[src/rtl/store_align_unit_pkg.sv]
// Shared store-type codes, byte masks and FSM encoding for the store alignment path.
package store_align_unit_pkg;

  localparam int WORD_BYTES = 4;

  localparam logic [1:0] ST_SB  = 2'b00;
  localparam logic [1:0] ST_SH  = 2'b01;
  localparam logic [1:0] ST_SW  = 2'b10;
  localparam logic [1:0] ST_RSV = 2'b11;

  localparam logic [3:0] MASK_B = 4'b0001;
  localparam logic [3:0] MASK_H = 4'b0011;
  localparam logic [3:0] MASK_W = 4'b1111;

  typedef enum logic [1:0] {
    S_IDLE   = 2'd0,
    S_ISSUE0 = 2'd1,
    S_ISSUE1 = 2'd2
  } state_t;

  // Reserved type yields an empty mask, so it never reports a split.
  function automatic logic [3:0] type_mask(input logic [1:0] st_type);
    case (st_type)
      ST_SB:   type_mask = MASK_B;
      ST_SH:   type_mask = MASK_H;
      ST_SW:   type_mask = MASK_W;
      default: type_mask = 4'b0000;
    endcase
  endfunction

endpackage

[src/rtl/store_align_unit_lane_gen.sv]
// Combinational byte-lane placement over a two-word window: be8 and lane-positioned d64.
// store_byte_lane handles one of the eight window lanes.
module store_byte_lane (
  input  logic [2:0]       lane,
  input  logic [1:0]       off,
  input  logic [7:0]       be8,
  input  logic [3:0][7:0]  src,
  output logic [7:0]       dout
);
  logic [2:0] idx;

  assign idx  = lane - {1'b0, off};
  assign dout = be8[lane] ? src[idx[1:0]] : 8'h00;
endmodule

module store_lane_gen
  import store_align_unit_pkg::*;
#(
  parameter int NUM_LANES = 2 * WORD_BYTES
) (
  input  logic [1:0]                 off,
  input  logic [1:0]                 st_type,
  input  logic [8*WORD_BYTES-1:0]    data,
  output logic [NUM_LANES-1:0]       be8,
  output logic [8*NUM_LANES-1:0]     d64
);
  logic [WORD_BYTES-1:0][7:0] src;
  logic [NUM_LANES-1:0][7:0]  lanes;

  assign src = data;
  assign be8 = {{(NUM_LANES-WORD_BYTES){1'b0}}, type_mask(st_type)} << off;
  assign d64 = lanes;

  for (genvar j = 0; j < NUM_LANES; j++) begin : g_lane
    store_byte_lane u_lane (
      .lane (3'(j)),
      .off  (off),
      .be8  (be8),
      .src  (src),
      .dout (lanes[j])
    );
  end
endmodule

[src/rtl/store_align_unit.sv]
// Store alignment unit: turns one store request into one or two aligned memory writes.
// Build option MISALIGN_SPLIT_EN enables word-crossing stores; otherwise they raise store_err.
module store_align_unit
  import store_align_unit_pkg::*;
#(
  parameter int ADDR_W = 32,
  parameter int DATA_W = 32
) (
  input  logic              clk,
  input  logic              rst_n,
  input  logic              req_valid,
  output logic              req_ready,
  input  logic [ADDR_W-1:0] req_addr,
  input  logic [DATA_W-1:0] req_data,
  input  logic [1:0]        req_type,
  output logic              mem_valid,
  input  logic              mem_ready,
  output logic [ADDR_W-1:0] mem_addr,
  output logic [3:0]        mem_be,
  output logic [DATA_W-1:0] mem_wdata,
  output logic              busy,
  output logic              store_err
);
  state_t        state;
  logic [7:0]    be8;
  logic [63:0]   d64;
  logic          split;
  logic          accept;

  store_lane_gen u_lane_gen (
    .off     (req_addr[1:0]),
    .st_type (req_type),
    .data    (req_data),
    .be8     (be8),
    .d64     (d64)
  );

  assign split     = |be8[7:4];
  assign req_ready = (state == S_IDLE);
  assign busy      = (state != S_IDLE);
  assign accept    = req_valid && req_ready;

`ifdef MISALIGN_SPLIT_EN
  logic          split_q;
  logic [3:0]    hi_be;
  logic [31:0]   hi_data;
`else
  logic          unused_hi;
  assign unused_hi = ^d64[63:32];
`endif

  always_ff @(posedge clk or negedge rst_n) begin
    if (!rst_n) begin
      state     <= S_IDLE;
      mem_valid <= 1'b0;
      mem_addr  <= '0;
      mem_be    <= '0;
      mem_wdata <= '0;
      store_err <= 1'b0;
`ifdef MISALIGN_SPLIT_EN
      split_q   <= 1'b0;
      hi_be     <= '0;
      hi_data   <= '0;
`endif
    end else begin
      store_err <= 1'b0;
      case (state)
        S_IDLE: begin
          if (accept) begin
            if (req_type == ST_RSV)
              store_err <= 1'b1;
`ifndef MISALIGN_SPLIT_EN
            else if (split)
              store_err <= 1'b1;
`endif
            else begin
              state     <= S_ISSUE0;
              mem_valid <= 1'b1;
              mem_addr  <= {req_addr[ADDR_W-1:2], 2'b00};
              mem_be    <= be8[3:0];
              mem_wdata <= d64[31:0];
`ifdef MISALIGN_SPLIT_EN
              split_q   <= split;
              hi_be     <= be8[7:4];
              hi_data   <= d64[63:32];
`endif
            end
          end
        end
        S_ISSUE0: begin
          if (mem_ready) begin
`ifdef MISALIGN_SPLIT_EN
            if (split_q) begin
              // Second half goes to the next word; address wraps at the top of memory.
              state     <= S_ISSUE1;
              mem_addr  <= mem_addr + ADDR_W'(4);
              mem_be    <= hi_be;
              mem_wdata <= hi_data;
            end else
`endif
            begin
              state     <= S_IDLE;
              mem_valid <= 1'b0;
              mem_addr  <= '0;
              mem_be    <= '0;
              mem_wdata <= '0;
            end
          end
        end
`ifdef MISALIGN_SPLIT_EN
        S_ISSUE1: begin
          if (mem_ready) begin
            state     <= S_IDLE;
            mem_valid <= 1'b0;
            mem_addr  <= '0;
            mem_be    <= '0;
            mem_wdata <= '0;
          end
        end
`endif
        default: begin
          state     <= S_IDLE;
          mem_valid <= 1'b0;
          mem_addr  <= '0;
          mem_be    <= '0;
          mem_wdata <= '0;
        end
      endcase
    end
  end
endmodule

[config.mk]
export PLATFORM = sky130hd
export DESIGN_NAME = store_align_unit
export DESIGN_NICKNAME = d
export VERILOG_FILES = /design/src/rtl/store_align_unit_pkg.sv /design/src/rtl/store_align_unit_lane_gen.sv /design/src/rtl/store_align_unit.sv
export SDC_FILE = /design/constraint.sdc
export NUM_CORES = 1
export LEC_CHECK = 0
export BUFFER_PORTS_ARGS = -buffer_cell sky130_fd_sc_hd__buf_2
export CAP_MARGIN = 20
export CORE_MARGIN = 5
export CORE_UTILIZATION = 44
export DETAILED_ROUTE_END_ITERATION = 12
export GPL_TIMING_DRIVEN = 0
export PLACE_DENSITY = 0.86
export SYNTH_ARGS = -nofsm -noshare
export SYNTH_HDL_FRONTEND = slang
export SYNTH_SLANG_ARGS = --single-unit
[constraint.sdc]
create_clock -name clk -period 1.95 [get_ports clk]
set_clock_uncertainty 0.15 [all_clocks]
set_input_delay 0 -clock clk [delete_from_list [all_inputs] [get_ports clk]]
set_output_delay 0 -clock clk [all_outputs]
set_load 0.02 [all_outputs]
==> summary.md <==
| Metric | Value |
|---|---|
| Synth Area in XOR/XNOR | 0% |
| CTS Buffer Depth | 2 |
| H-tree depth | 3 |
| Final HPWL DP | 8140 µm |
| Crit path cell chain | or3b_1 > buf_6 > clkbuf_1 > o311ai_0 > o31ai_2 |
| Endpoints failing setup | 43 |
| Worst-Margin Slew | 1.14 ns |
| Crit path DAT | 2.09 ns |
| Vias in the first global route | 4,013 |
| Fin worst setup slack | -0.0889 ns |
| Initial antenna violation count | 0 |
| Starting density of the core | 44.8% |
| Reg2Reg Depth | 5 |
| First-pass GRT wire length | 19,500 µm |
| RR Endpoint | mem_wdata[14] |
| Root Buffer | clkbuf_8 |
| Routed len/inst | 18.8 µm |
| Max Freq | 490 MHz |
| Clk sink count | 68 |
| Cell-internal power | 2.78 mW |
| Tcrit/Tclk final | 105% |
| Net Sw Frac | 37.4% |
| CP required | 2.00 ns |
| Overall Power | 4.44 mW |
| Core area | 8180 µm² |
| Yosys reg bits | 68 |
| Vert. Die Dim | 101 µm |
| Switch Pwr | 1.66 mW |
| Min-delay src | req_data[29] |
| TritonCTS clock tree | done |
| Io pins | 142 |
| GPL Wtd Cong | 0.945 |
| Port Buffer Count | 139 |
| Hold EP | mem_wdata[21] |
| Total CTS buffers | 9 |
| Yosys top cell by area | dfrtp_1 |
| Power Dens Cells | 806 nW/µm² |
| Slowest stage delay, CP | 0.49 ns |
| CP Capture Type | flop |
| P_leak | 3.02 nW |
| Peak VDD IR | 0.000472 V |
| Mapped Avg Cell Area | 10.7 µm² |
| Gate power share | 36.7% |
| Vias post-DR | 3,661 |
| CP top delay family | compound AO/OA/AOI/OAI gates |
| Number of DRC markers in iteration 0 | 279 |
| Reg-to-reg slack, setup | -0.09 ns |
| Antenna Cells | 0 |
| Simple-gate portion of the synthesized area | 6.04% |
| Cell variety after synth | 27 |
| Worst skew pair latency | 0.34 ns |
| Combinational family with the most area after synthesis | multiplexers |
| Dominant cells by area after synthesis | dfrtp_1 (46%), mux2i_1 (19%), o311ai_0 (5.7%), o31ai_1 (5.1%), nand2_1 (4.4%) |
| Crit path buf inv count | 2 |
| Final Hold Fails | 0 |
| Worst hold margin | 0.0249 ns |
| Status | finished with violations |
| Hold Path Stages | 4 |
| Tmin final | 2.04 ns |
| DRT Pass-1 Iters | 4 |
| Via/cell ratio | 5.43 |
| Die W | 101 µm |
| Syn. warnings | 0 |
| Fill cell count | 623 |
| Post-Synthesis Cell Area | 3670 µm² |
| Layout Nets | 637 |
| Rows | 33 |
| CP max stage cell | o311ai_0 |
| Crit Path Class | flop to flop |
| Share of cells above drive strength 1 | 36.2% |
| Clock network power share | 22.6% |
| Synth top area share | 46.4% |
| Worst Setup Start Kind | flop |
| Post-synthesis mux area share | 24.9% |
| Final TNS setup | -1.18 ns |
| Gr usage total | 24.5% |
| Cells after synthesis | 342 |
| Failing checks | negative setup slack |
| Final WL | 12,600 µm |
| Max-Slew Margin vs Limit | 23.8% |
| Post-Synth Adder-Cell Area | 1.02% |
| Area growth from synthesis to layout | 50.2% |
| Unrepaired setup endpoints after global routing | true |
| Overflow after GRT | 0 |
| Slew Viols, Final | 0 |
| Clock transition at the registers of the reported paths | 0.08 ns |
| FF-to-FF Start | state[0] |
| Sequential share of power | 40.7% |
| Residual DRC | 0 |
| Worst Hold Class | input pin to flop |
| Max-cap violations | 0 |
| Full die area | 10,300 µm² |
| Worst-path fanout max | 10 |
| Post-DRT Antenna Nets | 0 |
| Complex-gate fraction of the synthesized area | 13.2% |
| Largest net degree at the start of global routing | 69 |
| Post-synthesis sequential area ratio | 46.4% |
registers in the layout (all words and copies together), names as in the netlist:
signal     count
mem_be         4
mem_wdata     32
state          1
store_err      1
mem_addr      30
tightest hold or removal path, delay by kind of cell:
family,cells,cell delay [ns]
mux,2,0.28
buf+inv,1,0.11
compound gates,1,0.06
placed cells by master (no fill, tap or decap):
cell type,n
buf_2,144
mux2i_1,71
dlygate4sd3_1,70
dfrtp_1,67
nand2_1,43
inv_1,34
clkbuf_1,16
o311ai_0,15
mux2_2,14
o31ai_1,13
o31ai_2,11
clkbuf_8,9
o311ai_1,8
buf_4,7
o22ai_1,7
buf_1,3
o21ai_0,3
ha_1,3
clkinv_2,3
buf_6,2
buf_8,2
clkbuf_2,2
nor2b_1,2
mux4_2,2
conb_1,2
clkinvlp_4,2
and3b_1,1
o21a_1,1
o311a_1,1
nand2b_1,1
or3b_1,1
or3_4,1
buf_12,1
or4_4,1
nor3_4,1
o22ai_2,1
a21oi_1,1
o311ai_2,1
o31ai_4,1
dfrtp_2,1
power by group through the flow:
stage / combinational, mW / clock [mW] / sequential [mW]
floorplan: 0.536 / 0 / 2.15
global placement: 1.39 / 0 / 1.81
detailed placement: 1.43 / 0 / 1.82
CTS: 1.59 / 1.02 / 1.80
global route: 1.75 / 1.08 / 1.84
finish: 1.63 / 1.00 / 1.81
stage by stage:
step                instance area [µm²]  utilization (%)  std cells  setup slack, ns
floorplan                          3680                -        343           -0.100
global placement                   4510             55.2        587           -0.170
detailed placement                 4520             55.2        588           -0.231
CTS                                5460             66.8        674          -0.0681
global route                       5510             67.4        674           -0.121
finish                             5510             67.4        674          -0.0889
layer usage:
| metal | share of wire [%] | global-route usage (%) |
|---|---|---|
| met4 | 3.5 | 12.5 |
| met3 | 9.3 | 7.71 |
| met2 | 51 | 42.4 |
| met1 | 36 | 26.8 |
| met5 | 0 | 0 |
layout make-up:
class	count	area (µm²)	share of cell area [%]
Multi-Input combinational cell	206	1760	32.0
Sequential cell	68	1700	30.9
Timing Repair Buffer	212	1420	25.8
Buffer	33	201	3.66
Clock buffer	11	131	2.39
Tap cell	105	131	2.39
Inverter	34	128	2.32
Clock inverter	5	30.0	0.545
worst max-delay path by stage:
stage	cells after the start	to	startpoint
finish	5	mem_wdata[14]	state[0]
global route	6	mem_wdata[8]	state[0]
CTS	5	mem_wdata[15]	state[0]
detailed placement	9	mem_wdata[14]	req_type[0]
global placement	10	mem_wdata[8]	req_type[0]
floorplan	7	mem_wdata[8]	state[0]
what timing repair did:
| item | CTS | global route |
|---|---|---|
| endpoints found under the setup margin | 67 | 65 |
| hold endpoints to repair | 121 | 0 |
| hold buffers | 70 | 0 |
| resized for setup | 17 | 19 |
| buffers inserted | 2 | 0 |
cells in the mapped netlist:
cell,instances
mux2i_1,71
dfrtp_1,68
nand2_1,43
inv_1,34
o31ai_1,25
o311ai_0,24
clkbuf_1,18
mux2_2,14
buf_2,8
o22ai_1,8
buf_1,3
buf_4,3
buf_6,3
ha_1,3
o21ai_0,3
mux4_2,2
nor2b_1,2
a21oi_1,1
and3b_1,1
conb_1,1
nand2b_1,1
nor3_2,1
o21a_1,1
o311a_1,1
or3_1,1
or3b_1,1
or4_1,1
logic make-up after synthesis:
kind of cell,count (synthesis)
other,1
flip-flops,68
adder cells (fa/ha/maj),3
buffers and inverters,69
AND/OR/NAND/NOR,51
AO/OA/AOI/OAI,63
multiplexers,87
(Power assumes the default switching activity.)
